`config.mk`:
```
export PLATFORM = sky130hd
export DESIGN_NAME = rsv_fetch_buf
export DESIGN_NICKNAME = d
export VERILOG_FILES = /design/src/rtl/rsv_pkg.sv /design/src/rtl/rsv_fifo.sv /design/src/rtl/rsv_fetch_buf.sv
export SDC_FILE = /design/constraint.sdc
export NUM_CORES = 1
export LEC_CHECK = 0
export CAP_MARGIN = 20
export CORE_MARGIN = 4
export CORE_UTILIZATION = 45
export DETAILED_ROUTE_END_ITERATION = 10
export GPL_TIMING_DRIVEN = 0
export PLACE_DENSITY = 0.63
export SLEW_MARGIN = 20
export SYNTH_ARGS = -nofsm -noshare
export SYNTH_HDL_FRONTEND = slang
export SYNTH_SLANG_ARGS = --single-unit
```
`constraint.sdc`:
```
create_clock -name clk -period 7.8 [get_ports clk]
set_input_delay 1.56 -clock clk [delete_from_list [all_inputs] [get_ports clk]]
set_output_delay 1.56 -clock clk [all_outputs]
set_load 0.05 [all_outputs]
```
`src/rtl/rsv_pkg.sv`:
```
// ---------------------------------------------------------------------------
// rsv_pkg -- shared definitions for the rsv instruction-fetch slice.
//   XLEN             : architectural data/address width
//   RESET_PC_DEFAULT : default first fetch address after reset
//   fetch_entry_t    : one instruction-buffer entry {pc, inst}
// ---------------------------------------------------------------------------
package rsv_pkg;

    localparam int XLEN = 32;

    localparam logic [XLEN-1:0] RESET_PC_DEFAULT = 32'h0000_0000;

    typedef struct packed {
        logic [XLEN-1:0] pc;
        logic [XLEN-1:0] inst;
    } fetch_entry_t;

endpackage

```
`src/rtl/rsv_fifo.sv`:
```
// ---------------------------------------------------------------------------
// rsv_fifo -- generic synchronous FIFO with flush and occupancy count.
//   clk, reset : clock, asynchronous active-high reset
//   flush_i    : drop all entries at the next edge (wins over push/pop)
//   push_i     : write wdata_i (accepted when not full, or full with a pop)
//   wdata_i    : write data
//   pop_i      : remove the head entry (ignored when empty)
//   rdata_o    : head entry (only meaningful when count_o != 0)
//   count_o    : number of stored entries, 0..DEPTH
// DEPTH need not be a power of two; pointers wrap explicitly.
// ---------------------------------------------------------------------------
module rsv_fifo #(
    parameter int WIDTH = 32,
    parameter int DEPTH = 4
) (
    input  logic                       clk,
    input  logic                       reset,
    input  logic                       flush_i,
    input  logic                       push_i,
    input  logic [WIDTH-1:0]           wdata_i,
    input  logic                       pop_i,
    output logic [WIDTH-1:0]           rdata_o,
    output logic [$clog2(DEPTH+1)-1:0] count_o
);

    localparam int PTR_W = (DEPTH > 1) ? $clog2(DEPTH) : 1;
    localparam int CNT_W = $clog2(DEPTH + 1);
    localparam logic [PTR_W-1:0] LAST_PTR = PTR_W'(DEPTH - 1);
    localparam logic [CNT_W-1:0] FULL_CNT = CNT_W'(DEPTH);

    logic [WIDTH-1:0] mem_q [DEPTH];
    logic [PTR_W-1:0] rd_ptr_q, rd_ptr_d;
    logic [PTR_W-1:0] wr_ptr_q, wr_ptr_d;
    logic [CNT_W-1:0] count_q, count_d;
    logic             do_push, do_pop;

    function automatic logic [PTR_W-1:0] ptr_inc(input logic [PTR_W-1:0] p);
        return (p == LAST_PTR) ? '0 : p + 1'b1;
    endfunction

    // A push into a full FIFO is legal when the head leaves in the same cycle.
    assign do_pop  = pop_i & (count_q != '0);
    assign do_push = push_i & ((count_q != FULL_CNT) | do_pop);

    always_comb begin
        // NOTE: every combinational output gets a default first so no path
        // leaves it unassigned, which would otherwise infer a latch.
        rd_ptr_d = rd_ptr_q;
        wr_ptr_d = wr_ptr_q;
        count_d  = count_q;
        if (flush_i) begin
            rd_ptr_d = '0;
            wr_ptr_d = '0;
            count_d  = '0;
        end else begin
            if (do_push) wr_ptr_d = ptr_inc(wr_ptr_q);
            if (do_pop)  rd_ptr_d = ptr_inc(rd_ptr_q);
            case ({do_push, do_pop})
                2'b10:   count_d = count_q + 1'b1;
                2'b01:   count_d = count_q - 1'b1;
                default: count_d = count_q;
            endcase
        end
    end

    // NOTE: sequential state uses non-blocking assignments so every register
    // samples its inputs from before the edge, independent of block order.
    always_ff @(posedge clk or posedge reset) begin
        if (reset) begin
            rd_ptr_q <= '0;
            wr_ptr_q <= '0;
            count_q  <= '0;
        end else begin
            rd_ptr_q <= rd_ptr_d;
            wr_ptr_q <= wr_ptr_d;
            count_q  <= count_d;
        end
    end

    // NOTE: the storage array has no reset; occupancy is tracked by count_q,
    // so stale contents are never observed and the RAM stays reset-free.
    always_ff @(posedge clk) begin
        if (do_push) mem_q[wr_ptr_q] <= wdata_i;
    end

    assign rdata_o = mem_q[rd_ptr_q];
    assign count_o = count_q;

endmodule

```
`src/rtl/rsv_fetch_buf.sv`:
```
// ---------------------------------------------------------------------------
// rsv_fetch_buf -- instruction fetch unit with in-order memory interface and
// a small instruction buffer.
//   clk, reset          : clock, asynchronous active-high reset
//   redirect_i          : start a new fetch stream at redirect_pc_i
//   redirect_pc_i       : redirect target (bits [1:0] ignored)
//   fetch_mem_req_o     : read request, held until granted or redirected
//   fetch_mem_addr_o    : word-aligned request address (the fetch PC)
//   fetch_mem_gnt_i     : memory accepts the current request
//   mem_rvalid_i        : in-order read data valid
//   mem_rd_inst_i       : read data
//   inst_valid_o        : buffer head valid
//   inst_o, inst_pc_o   : head instruction and its address (0 when empty)
//   inst_ready_i        : consumer takes the head
// Requests are issued only against free buffer slots, so the buffer cannot
// overflow. Responses still in flight at a redirect are counted in drop_q
// and discarded on return.
// ---------------------------------------------------------------------------
module rsv_fetch_buf
    import rsv_pkg::*;
#(
    parameter int              DEPTH     = 4,
    parameter int              MAX_OUTST = 2,
    parameter logic [XLEN-1:0] RESET_PC  = RESET_PC_DEFAULT
) (
    input  logic            clk,
    input  logic            reset,
    input  logic            redirect_i,
    input  logic [XLEN-1:0] redirect_pc_i,
    output logic            fetch_mem_req_o,
    output logic [XLEN-1:0] fetch_mem_addr_o,
    input  logic            fetch_mem_gnt_i,
    input  logic            mem_rvalid_i,
    input  logic [XLEN-1:0] mem_rd_inst_i,
    output logic            inst_valid_o,
    output logic [XLEN-1:0] inst_o,
    output logic [XLEN-1:0] inst_pc_o,
    input  logic            inst_ready_i
);

    localparam int BUF_CW = $clog2(DEPTH + 1);
    localparam int OUT_CW = $clog2(MAX_OUTST + 1);

    logic [XLEN-1:0]   pc_q, pc_d;
    logic [OUT_CW-1:0] drop_q, drop_d;
    logic [OUT_CW-1:0] outst;
    logic [BUF_CW-1:0] buf_count;
    logic [XLEN-1:0]   pend_addr;
    fetch_entry_t      buf_wdata, buf_head;
    logic              grant, rsp_drop, rsp_accept, inst_pop;
    logic              out_credit, buf_credit;

    // Dropped responses still occupy the memory pipeline, so they count
    // against the outstanding limit but not against buffer space.
    assign out_credit = (int'(outst) + int'(drop_q)) < MAX_OUTST;
    assign buf_credit = (int'(buf_count) + int'(outst)) < DEPTH;

    assign fetch_mem_req_o  = ~reset & ~redirect_i & out_credit & buf_credit;
    assign fetch_mem_addr_o = pc_q;

    assign grant      = fetch_mem_req_o & fetch_mem_gnt_i;
    assign rsp_drop   = mem_rvalid_i & (drop_q != '0);
    // A response with nothing pending is a protocol error and is ignored.
    assign rsp_accept = mem_rvalid_i & (drop_q == '0) & (outst != '0);
    assign inst_pop   = inst_valid_o & inst_ready_i;

    always_comb begin
        pc_d   = pc_q;
        drop_d = drop_q;
        if (redirect_i) begin
            pc_d   = {redirect_pc_i[XLEN-1:2], 2'b00};
            // Everything still in flight, minus what returns this cycle.
            drop_d = drop_q - OUT_CW'(rsp_drop) + outst - OUT_CW'(rsp_accept);
        end else begin
            if (grant)    pc_d   = pc_q + 32'd4;
            if (rsp_drop) drop_d = drop_q - 1'b1;
        end
    end

    always_ff @(posedge clk or posedge reset) begin
        if (reset) begin
            pc_q   <= RESET_PC;
            drop_q <= '0;
        end else begin
            pc_q   <= pc_d;
            drop_q <= drop_d;
        end
    end

    // Addresses of granted, not yet returned, requests; its occupancy is
    // the outstanding-request count.
    rsv_fifo #(
        .WIDTH (XLEN),
        .DEPTH (MAX_OUTST)
    ) u_pend_q (
        .clk     (clk),
        .reset   (reset),
        .flush_i (redirect_i),
        .push_i  (grant),
        .wdata_i (pc_q),
        .pop_i   (rsp_accept),
        .rdata_o (pend_addr),
        .count_o (outst)
    );

    assign buf_wdata = '{pc: pend_addr, inst: mem_rd_inst_i};

    rsv_fifo #(
        .WIDTH ($bits(fetch_entry_t)),
        .DEPTH (DEPTH)
    ) u_inst_buf (
        .clk     (clk),
        .reset   (reset),
        .flush_i (redirect_i),
        .push_i  (rsp_accept),
        .wdata_i (buf_wdata),
        .pop_i   (inst_pop),
        .rdata_o (buf_head),
        .count_o (buf_count)
    );

    assign inst_valid_o = (buf_count != '0);
    assign inst_o       = inst_valid_o ? buf_head.inst : '0;
    assign inst_pc_o    = inst_valid_o ? buf_head.pc   : '0;

`ifndef SYNTHESIS
    a_no_orphan_rvalid : assert property (@(posedge clk) disable iff (reset)
        !(mem_rvalid_i && (outst == '0) && (drop_q == '0)));
`endif

endmodule

```
* Yosys cells after proc, flatten, opt, wreduce, memory -nomap -nowiden *
Memory sizes are Yosys's and may differ from the RTL's.
Cells that the tools add are included.

storage, ports and cells
  register bits = 45
  RAM bits = 320
  input bits = 70
  word-level logic and storage cells = 89
  memories kept = 2

memories
  name              depth  bits a word  read ports  clocked after memory_dff  write ports  line            RTL
  u_inst_buf.mem_q  4      64           1           0                         1            rsv_fifo.sv:31  logic [WIDTH-1:0] mem_q [DEPTH];
  u_pend_q.mem_q    2      32           1           0                         1            rsv_fifo.sv:31

operators by class
  add/subtract/negate cells = 15
  magnitude comparators = 2
  equality and inequality tests = 8
  mux-type cells = 26
  bitwise gates (word level) = 16
  reduce and logical (&&, ||, !) cells = 12

operators by type and width
  operator                 number
  $mux W32                 4
  $add A32 B3 Y32 const B  1
  $mux W2                  9
  $reduce_bool A2 Y1       8
  $and A1 B1 Y1            12
  $mux W1                  10
  $reduce_bool A3 Y1       3
  $eq A2 B2 Y1 const B     4
  $add A2 B1 Y2 const B    3
  $pmux W3 S2              1
  $add A3 B2 Y4            1
  $eq A2 B1 Y1 const B     2
  $lt A4 B3 Y1 const B     1
  $pmux W2 S2              1
  $sub A2 B1 Y2            2
  $sub A2 B1 Y2 const B    2
  $add A2 B2 Y3            1
  $add A3 B1 Y3 const B    1
  $lt A3 B2 Y1 const B     1
  $mux W3                  1
  $ne A3 B3 Y1 const B     1
  $sub A3 B1 Y3 const B    1
  $add A1 B1 Y1 const B    2
  $add A2 B2 Y2            1
  4 further kinds          6

* Longest topological paths before layout *
Gate-level depths: netlist of run 1.

  word-level depth = 9
  mapped depth = 12
  mapped depth without buffers = 12

* By module *
From an unflattened synthesis of run 1, not the netlist that was laid out.

unflattened totals
  cells, all modules = 862
  area total of the unflattened synthesis = 15,016.9 um^2

by module, submodules not included
  module                  instances  cells each  area an instance (um^2)  sequential area each (um^2)
  rsv_fifo at u_inst_buf  1          395         9,771.9                  7,862.5
  rsv_fetch_buf           1          342         2,702.6                  800.8
  rsv_fifo at u_pend_q    1          125         2,542.4                  2,021.9

* Worst setup path before layout of run 1 *
OpenSTA, ideal clock, no wires.

  path kind = in2reg
  from = in redirect_i
  to = mem u_pend_q.mem_q[0][10] (enable)
  library setup time = 0.417 ns
  data arrival time = 4.061 ns
  required time = 7.383 ns
  setup slack = 3.322 ns
  cell stages on the path = 6
  path buffers = 2
  path through = clkbuf_1 -> nor4_2 -> and4_1 -> clkbuf_1 -> nand2_1 -> nor2_1

on the way
  longest elaborated chain between the ends = 8

RTL lines
  item                           line                 RTL
  from (decl)                    rsv_fetch_buf.sv:28  input logic redirect_i,
  $not A1 Y1                     rsv_fetch_buf.sv:58  assign fetch_mem_req_o = ~reset & ~redirect_i & out_credit & buf_credit;
  $and A1 B1 Y1 (3 in a row)     rsv_fetch_buf.sv:58
  $and A1 B1 Y1                  rsv_fetch_buf.sv:61  assign grant = fetch_mem_req_o & fetch_mem_gnt_i;
  $and A1 B1 Y1                  rsv_fifo.sv:43       assign do_push = push_i & ((count_q != FULL_CNT) | do_pop);
  $mux W1                        rsv_fifo.sv:83       if (do_push) mem_q[wr_ptr_q] <= wdata_i;
  $mux W1 (implied by the code)  rsv_fifo.sv:83
  to (decl)                      rsv_fifo.sv:31

No other way between the ends.

* Final worst setup path of run 1 *
  from = reg u_inst_buf.rd_ptr_q[0]
  to = out inst_pc_o[4]

on the way
  longest elaborated chain between the ends = 2

RTL lines
  item                    line                  RTL
  from (decl)             rsv_fifo.sv:32        logic [PTR_W-1:0] rd_ptr_q, rd_ptr_d;
  from (signal assigned)  rsv_fifo.sv:74        rd_ptr_q <= rd_ptr_d;
  $mem_v2 Z4 W64          n/a
  $mux W32                rsv_fetch_buf.sv:124  assign inst_pc_o = inst_valid_o ? buf_head.pc : '0;
  to (decl)               rsv_fetch_buf.sv:37   output logic [XLEN-1:0] inst_pc_o,

No other way between the ends.

==> results.md, run 1 <==
* Clock transition at the registers of the reported paths at 0.06 ns
* Crit Path Max Fanout at 10
* P&R area growth vs syn at 25.2%
* CTS tree: built
* Period Utilization, post-route at 68.0%
* Vias at 7868
* Reg area at 0.0103 mm^2
* F_max at 189 MHz
* Vias per cell at 5.40
* Status: finished clean
* Global route overflow at 0
* # nets final at 1108
* DRC Markers at 0
* Type of origin of the critical path: flop
* Port Buf Inserts at between 150 and 200
* R2R Setup Slk at 4.47 ns
* Clock root cell: clkbuf_16
* Slew margin rel. at 40.5%
* Post-synth top cells: edfxtp_1, and2_1, mux4_2, dfrtp_1, nand2_1
* R2R depth at 8
* Hpwl dp at approximately 19000 um
* Seq pwr share at roughly two fifths
* Die outline width at 186 um
* Cts repair resizes at 0
* Detail Route Antenna Nets at 0
* Most numerous cell in the Yosys netlist: edfxtp_1
* Die area at 0.0347 mm^2
* I/O pin count at 168
* Overall routed net length at 30100 um
* Worst path arrival time at 3.74 ns
* Mean Syn Cell Area at 17.5 um^2
* P_leak at 5.97 nW
* Area of the multi-input gates at ~0.0038 mm^2
* Yosys reg bits at 351
* EDFF count, synth at 308
* First-pass GRT wire length at 48200 um
* Final hold vios at 0
* Sw Ratio at 31.0%
* Row Count at 65
* Chip Height at 186 um
* First-iteration detailed-routing DRC count at around 470
* Core footprint at 0.0315 mm^2
* Worst Hold Depth at 1
* Crit path kind: reg2out
* Final setup margin at roughly 2.5 ns
* DRT Pass-1 Iters at 5
* Ant. Diodes at 0
* Synth area leaders: edfxtp_1, mux4_2, dfrtp_1, and2_1, mux2_2
* Clock sink count at 351
* Reg-to-reg critical path startpoint: u_pend_q.count_o[0]$_DFFE_PP0P_
* Hold Startpoint: u_pend_q.mem_q[0][20]$_DFFE_PP_
* Layout cells sized above 1 at 16.6%
* Metal-1 WL at 13800 um
* Initial core utilization at 45.5%
* # setup viols final at 0
* Worst Hold Slack at 0.596 ns
* Netlist cell types at 49
* Max-cap viol count at 0
* Largest net degree at the start of global routing at 47
* Final worst path period need at 5.30 ns
* Place WS at 2.61 ns
* Combinational power share at 27.4%
* WL met3 at 1550 um
* Pwr Density at 308 mW/mm^2
* Skew-Pair Late Insertion Delay at 0.51 ns
* Vias in the first global route at between 8000 and 9000
* Post CTS Setup Buffer Count at 0
* Unrepaired setup endpoints after global routing: no
* CTS H-tree lvls at 2
* Synth top area share at 64.6%
* Initial antenna violation count at 0
* Post-synthesis cell area at about 0.014 mm^2
* Post-synth top area cell: edfxtp_1
* Syn Inst Count at 816
* Async S/R FF share, synth at between 10% and 20%
* Slew Viols, Final at 0
* Worst R2R End: u_pend_q.mem_q[1][21]$_DFFE_PP_
* WL/cell at 20.6 um
* Fillers at 2448
* Worst Skew at 0.0212 ns
* Internal Pwr Total at 3.81 mW
* Hold Path Class: reg2reg
* Met2 Wirelength at about 14000 um
* Psw at 1.71 mW
* Top_reg_cell synth: edfxtp_1
* Clock Path Buffers at 3
* Yosys warnings at 0
* Setup_tns at 0 ns
* Critical Path RT at approximately 6.2 ns
* Count of hold-fix buffers inserted at cts at 0
* CTS buffer count at 38
* DR top layer: met4
* Max VDD drop at 0.133 mV
* GR Util All Layers at between 10% and 20%
* Clock group share of total power at roughly 33%
* Measured slew at the worst slew-check pin at 0.892 ns
* Register area share after synthesis at 72.1%
* Placer Congestion at between 0.8 and 0.9
* Hold Path End: u_inst_buf.mem_q[0][52]$_DFFE_PP_
* Core Util, Final at a little under three fifths
* CP Capture Type: primary output
[how the worst max path moves through the flow]
stage	start	end	slack (ns)	depth (start not counted)
2_1_floorplan	redirect_i	u_pend_q.mem_q[0][10]$_DFFE_PP_	3.32	6
3_3_place_gp	mem_rvalid_i	u_inst_buf.mem_q[0][38]$_DFFE_PP_	1.57	5
3_5_place_dp	reset	fetch_mem_req_o	2.61	4
4_1_cts	u_inst_buf.rd_ptr_q[0]$_DFFE_PP0P_	inst_pc_o[4]	2.35	5
5_1_grt	u_inst_buf.rd_ptr_q[0]$_DFFE_PP0P_	inst_pc_o[5]	2.19	5
6_report	u_inst_buf.rd_ptr_q[0]$_DFFE_PP0P_	inst_pc_o[4]	2.50	5
[kinds of logic after synthesis]
| kind of cell | Yosys count | share of synthesized area, % |
|---|---|---|
| fa+ha+maj | 13 | 1.35 |
| other cells | 1 | 0.0262 |
| mux | 100 | 12.7 |
| compound gates | 59 | 2.69 |
| xor+xnor | 18 | 1.10 |
| buf+inv | 59 | 1.71 |
| simple gates | 215 | 8.30 |
| flops | 351 | 72.1 |
[routing by layer]
layer	vias up	track usage, %
li1	3604	-
met1	3992	25.5
met2	234	27.8
met3	38	3.42
met4	0	3.90
met5	-	0
[flip-flops by register name (all words and copies together), names as in the netlist]
register / count
drop_q: 2
u_pend_q.mem_q: 60
u_inst_buf.rd_ptr_q: 2
u_pend_q.wr_ptr_q: 1
u_inst_buf.count_o: 3
u_inst_buf.wr_ptr_q: 2
u_pend_q.rd_ptr_q: 1
fetch_mem_addr_o: 30
u_pend_q.count_o: 2
u_inst_buf.mem_q: 248
[cell usage in the layout (no fill, tap or decap), drive strengths merged, types with 5 or more instances in the layout]
master           n
clkinv          12
mux4            62
o21ai           16
and3             7
and2            67
a21oi           10
nor2b            8
edfxtp         308
dfrtp           43
and4             5
clkbuf          81
bufinv           5
nor3             7
mux2            34
xnor2           11
nor2            28
o211ai           9
nor4             5
buf             22
xor2             7
or4             10
nand4           12
clkdlybuf4s50  159
nand3           22
a22oi            7
nand2           37
ha               9
inv             16
[through the flow]
step	power, mW	instances	area [um^2]
final	5.52	1457	17900
after global routing	5.76	1457	17900
after global placement	3.73	1380	16400
after CTS	5.59	1457	17900
after detailed placement	3.75	1387	16600
after floorplan	3.23	819	14300
[power groups by stage]
| stage | clock (mW) | sequential (mW) | combinational, mW |
|---|---|---|---|
| final | 1.83 | 2.17 | 1.52 |
| after floorplan | 0 | 2.25 | 0.975 |
| after global placement | 0 | 2.21 | 1.52 |
| after global routing | 1.96 | 2.18 | 1.61 |
| after detailed placement | 0 | 2.21 | 1.54 |
| after CTS | 1.87 | 2.17 | 1.54 |
[critical path, cell delays in order (launching register included)]
cell and delay [ns]:
dfrtp_1 0.36, clkbuf_1 0.65, buf_1 0.73, mux4_2 0.63, and2_1 0.18, clkdlybuf4s50_1 0.69
[final cells by class]
| class | instances | share of cell area [%] |
|---|---|---|
| plain buffers | 44 | 1.05 |
| well taps | 402 | 2.81 |
| flip-flops and latches | 351 | 57.6 |
| multi-input cells | 409 | 21.1 |
| clock inverters | 18 | 1.18 |
| clock buffers | 52 | 6.07 |
| repair buffers | 166 | 9.87 |
| inverters | 15 | 0.314 |
(Power assumes the default switching activity.)
==> run 2: changes to the inputs <==
PLACE_DENSITY = 0.66   (was 0.63)
clock period = 4.4 ns   (was 7.8 ns; I/O delays follow)
==> run 2 against run 1 <==
Count of clock-buffer cells in the layout stayed put. Core utilization decreased by 0.45 points. Flip-flop and latch count unchanged. Sequential share of layout area rose by 0.45 points. Cell area down 0.78%. First-iteration DRC count is 12% higher. Critical path depth unchanged. Register-to-register slack lost 3.4 ns. Die area stayed put. Wire length is 1.6% lower. Worst setup slack got worse by 2.3 ns. Critical endpoint is now inst_pc_o[6]. Largest power group unchanged. Highest routed layer unchanged.
==> results.md, run 2 (synthesis gave the netlist of run 1 again) <==
* Status: finished clean
* Core footprint at 0.0315 mm^2
* Die area at 0.0347 mm^2
* Crit Path Max Fanout at 10
* Max VDD drop at around 0.25 mV
* Ant. Diodes at 0
* R2R depth at 9
* Hold Path End: u_inst_buf.mem_q[3][54]$_DFFE_PP_
* Core Util, Final at a little under three fifths
* Clock group share of total power at 30.7%
* First-pass GRT wire length at roughly 47000 um
* Worst Hold Depth at 1
* Vias in the first global route at 8019
* DP Cell Count at between 1000 and 1500
* Clock transition at the registers of the reported paths at 0.06 ns
* Most frequent cells in the layout: edfxtp_1, clkdlybuf4s50_1, and2_1
* Placement Cell Area at 0.0166 mm^2
* Crit path kind: reg2out
* # nets final at between 1000 and 1500
* P_leak at 5.90 nW
* Port Buf Inserts at 159
* Cells along the critical path: clkbuf_1, clkbuf_1, mux4_2, and2_1, clkdlybuf4s50_1
* Worst path arrival time at approximately 3.3 ns
* Period Utilization, post-route at around 95%
* Hpwl dp at 19400 um
* Overall routed net length at 29600 um
* Type of origin of the critical path: flop
* Seq pwr share at 40.8%
* Largest net degree at the start of global routing at 47
* Measured slew at the worst slew-check pin at between 0.7 and 0.8 ns
* CTS tree: built
* Die outline width at 186 um
* WL/cell at just over 20 um
* Clock sink count at 351
* First-iteration detailed-routing DRC count at 529
* Max-cap viol count at 0
* Max incr delay on CP at around 0.70 ns
* CTS H-tree lvls at 2
* Critical Path RT at ~3.5 ns
* Pwr Density at 531 mW/mm^2
* Count of hold-fix buffers inserted at cts at 0
* P&R area growth vs syn at 24.2%
* Place WS at 0.139 ns
* Sw Ratio at 31.7%
* Unrepaired setup endpoints after global routing: no
* DRC Markers at 0
* Detail Route Antenna Nets at 0
* Worst path bufs/invs at 3
* Row Count at 65
* Chip Height at 186 um
* I/O pin count at ~170
* DRT Pass-1 Iters at 4
* Vias per cell at about 5.4
* Vias at 7808
* Combinational power share at 28.6%
* # setup viols final at 0
* Area of the multi-input gates at 0.00378 mm^2
* CP Capture Type: primary output
* Post CTS Setup Buffer Count at 0
* GR Util All Layers at between 15 and 20%
* Initial core utilization at 45.5%
* Top reg by flops: u_inst_buf.mem_q
* Final worst path period need at 4.20 ns
* Internal Pwr Total at 6.45 mW
* Worst Skew at 0.0303 ns
* Setup_tns at 0 ns
* Slew Viols, Final at 0
* Most common cell after layout, fill and taps aside: edfxtp_1
* Slew margin rel. at 50.1%
* Clock Path Buffers at 3
* Clock root cell: clkbuf_16
* CTS buffer count at 38
* Global route overflow at 0
* Final hold vios at 0
* Hold Startpoint: u_pend_q.mem_q[0][22]$_DFFE_PP_
* Final setup margin at 0.204 ns
* Reg area at 0.0103 mm^2
* Largest register FFs at 248
* Worst R2R End: u_pend_q.mem_q[0][2]$_DFFE_PP_
* Final std cells w/o fill at between 1000 and 1500
* Initial antenna violation count at 0
* Hold Path Class: reg2reg
* Slowest cell on the critical path: clkdlybuf4s50_1
* Layout cells sized above 1 at about 17%
* R2R Setup Slk at 1.07 ns
* Fillers at 2449
* Cell mode on critical path: clkbuf_1
* Critical path's top delay family: buffers and inverters
* F_max at 238 MHz
* Reg-to-reg critical path startpoint: u_pend_q.count_o[0]$_DFFE_PP0P_
* Psw at 2.99 mW
* Skew-Pair Late Insertion Delay at 0.52 ns
* Finished Cell Area at 0.0178 mm^2
* Placer Congestion at 0.874
## run 2: cell types whose count changed in the layout (fill, tap and decap cells not counted)
cell	previous run	this run
clkinv_2	6	4
clkdlybuf4s15_1	0	1
clkdlybuf4s15_2	0	6
clkinvlp_4	0	2
bufinv_16	5	1
buf_1	9	3
clkbuf_2	0	2
clkinv_1	6	7
buf_12	2	6
buf_16	5	1
clkbuf_16	41	39
clkbuf_8	2	1
## run 2: worst register-to-register path, cell delays in order, from the launching register on
cell,delay [ns]
dfrtp_1,0.46
inv_1,0.13
nor2_1,0.14
fa_1,0.43
nor2_1,0.29
and4_1,0.30
clkbuf_1,0.46
nand2_1,0.22
nor2_4,0.32
buf_12,0.23
## run 2: cell type report
class                   count  area share [%]
multi-input cells         409            21.2
clock buffers              52            5.82
flip-flops and latches    351            58.1
plain buffers              44            1.37
inverters                  15           0.317
clock inverters            15           0.563
well taps                 402            2.83
repair buffers            166            9.78
## run 2: worst max-delay path by stage
| stage | start | to | slack (ns) | cells after the start |
|---|---|---|---|---|
| 3_5_place_dp | u_inst_buf.rd_ptr_q[0]$_DFFE_PP0P_ | inst_o[2] | 0.14 | 5 |
| 3_3_place_gp | mem_rvalid_i | u_inst_buf.mem_q[0][37]$_DFFE_PP_ | -1.15 | 5 |
| 6_report | u_inst_buf.rd_ptr_q[1]$_DFFE_PP0P_ | inst_pc_o[6] | 0.20 | 5 |
| 2_1_floorplan | redirect_i | u_pend_q.mem_q[0][10]$_DFFE_PP_ | 0.60 | 6 |
| 4_1_cts | u_inst_buf.rd_ptr_q[1]$_DFFE_PP0P_ | inst_pc_o[22] | 0.05 | 5 |
| 5_1_grt | u_inst_buf.count_o[0]$_DFFE_PP0P_ | inst_o[22] | 0.006 | 5 |
## run 2: power by group through the flow
stage	clock network [mW]	logic (mW)	registers (mW)
after detailed placement	0	2.72	3.92
after CTS	2.97	2.74	3.85
after global routing	3.13	2.87	3.86
after floorplan	0	1.73	3.99
final	2.89	2.70	3.85
after global placement	0	2.70	3.92
## run 2: what timing repair did
action / CTS / global route
setup endpoints to repair: 58 / 9
cloned: 0 / 0
resized for setup: 13 / 4
pin swaps: 0 / 0
## run 2: layer usage
metal	GRT usage, %	routed length (um)
met1	24.1	13100
met4	4.27	646
met5	0	0
met3	3.18	1560
met2	27.9	14300
## run 2: through the flow
| stage | hold WS, ns | power (mW) |
|---|---|---|
| 6_report | 0.598 | 9.44 |
| 5_1_grt | 0.616 | 9.86 |
| 4_1_cts | 0.597 | 9.56 |
| 3_5_place_dp | 0.577 | 6.64 |
| 3_3_place_gp | 0.538 | 6.61 |
| 2_1_floorplan | 0.519 | 5.72 |
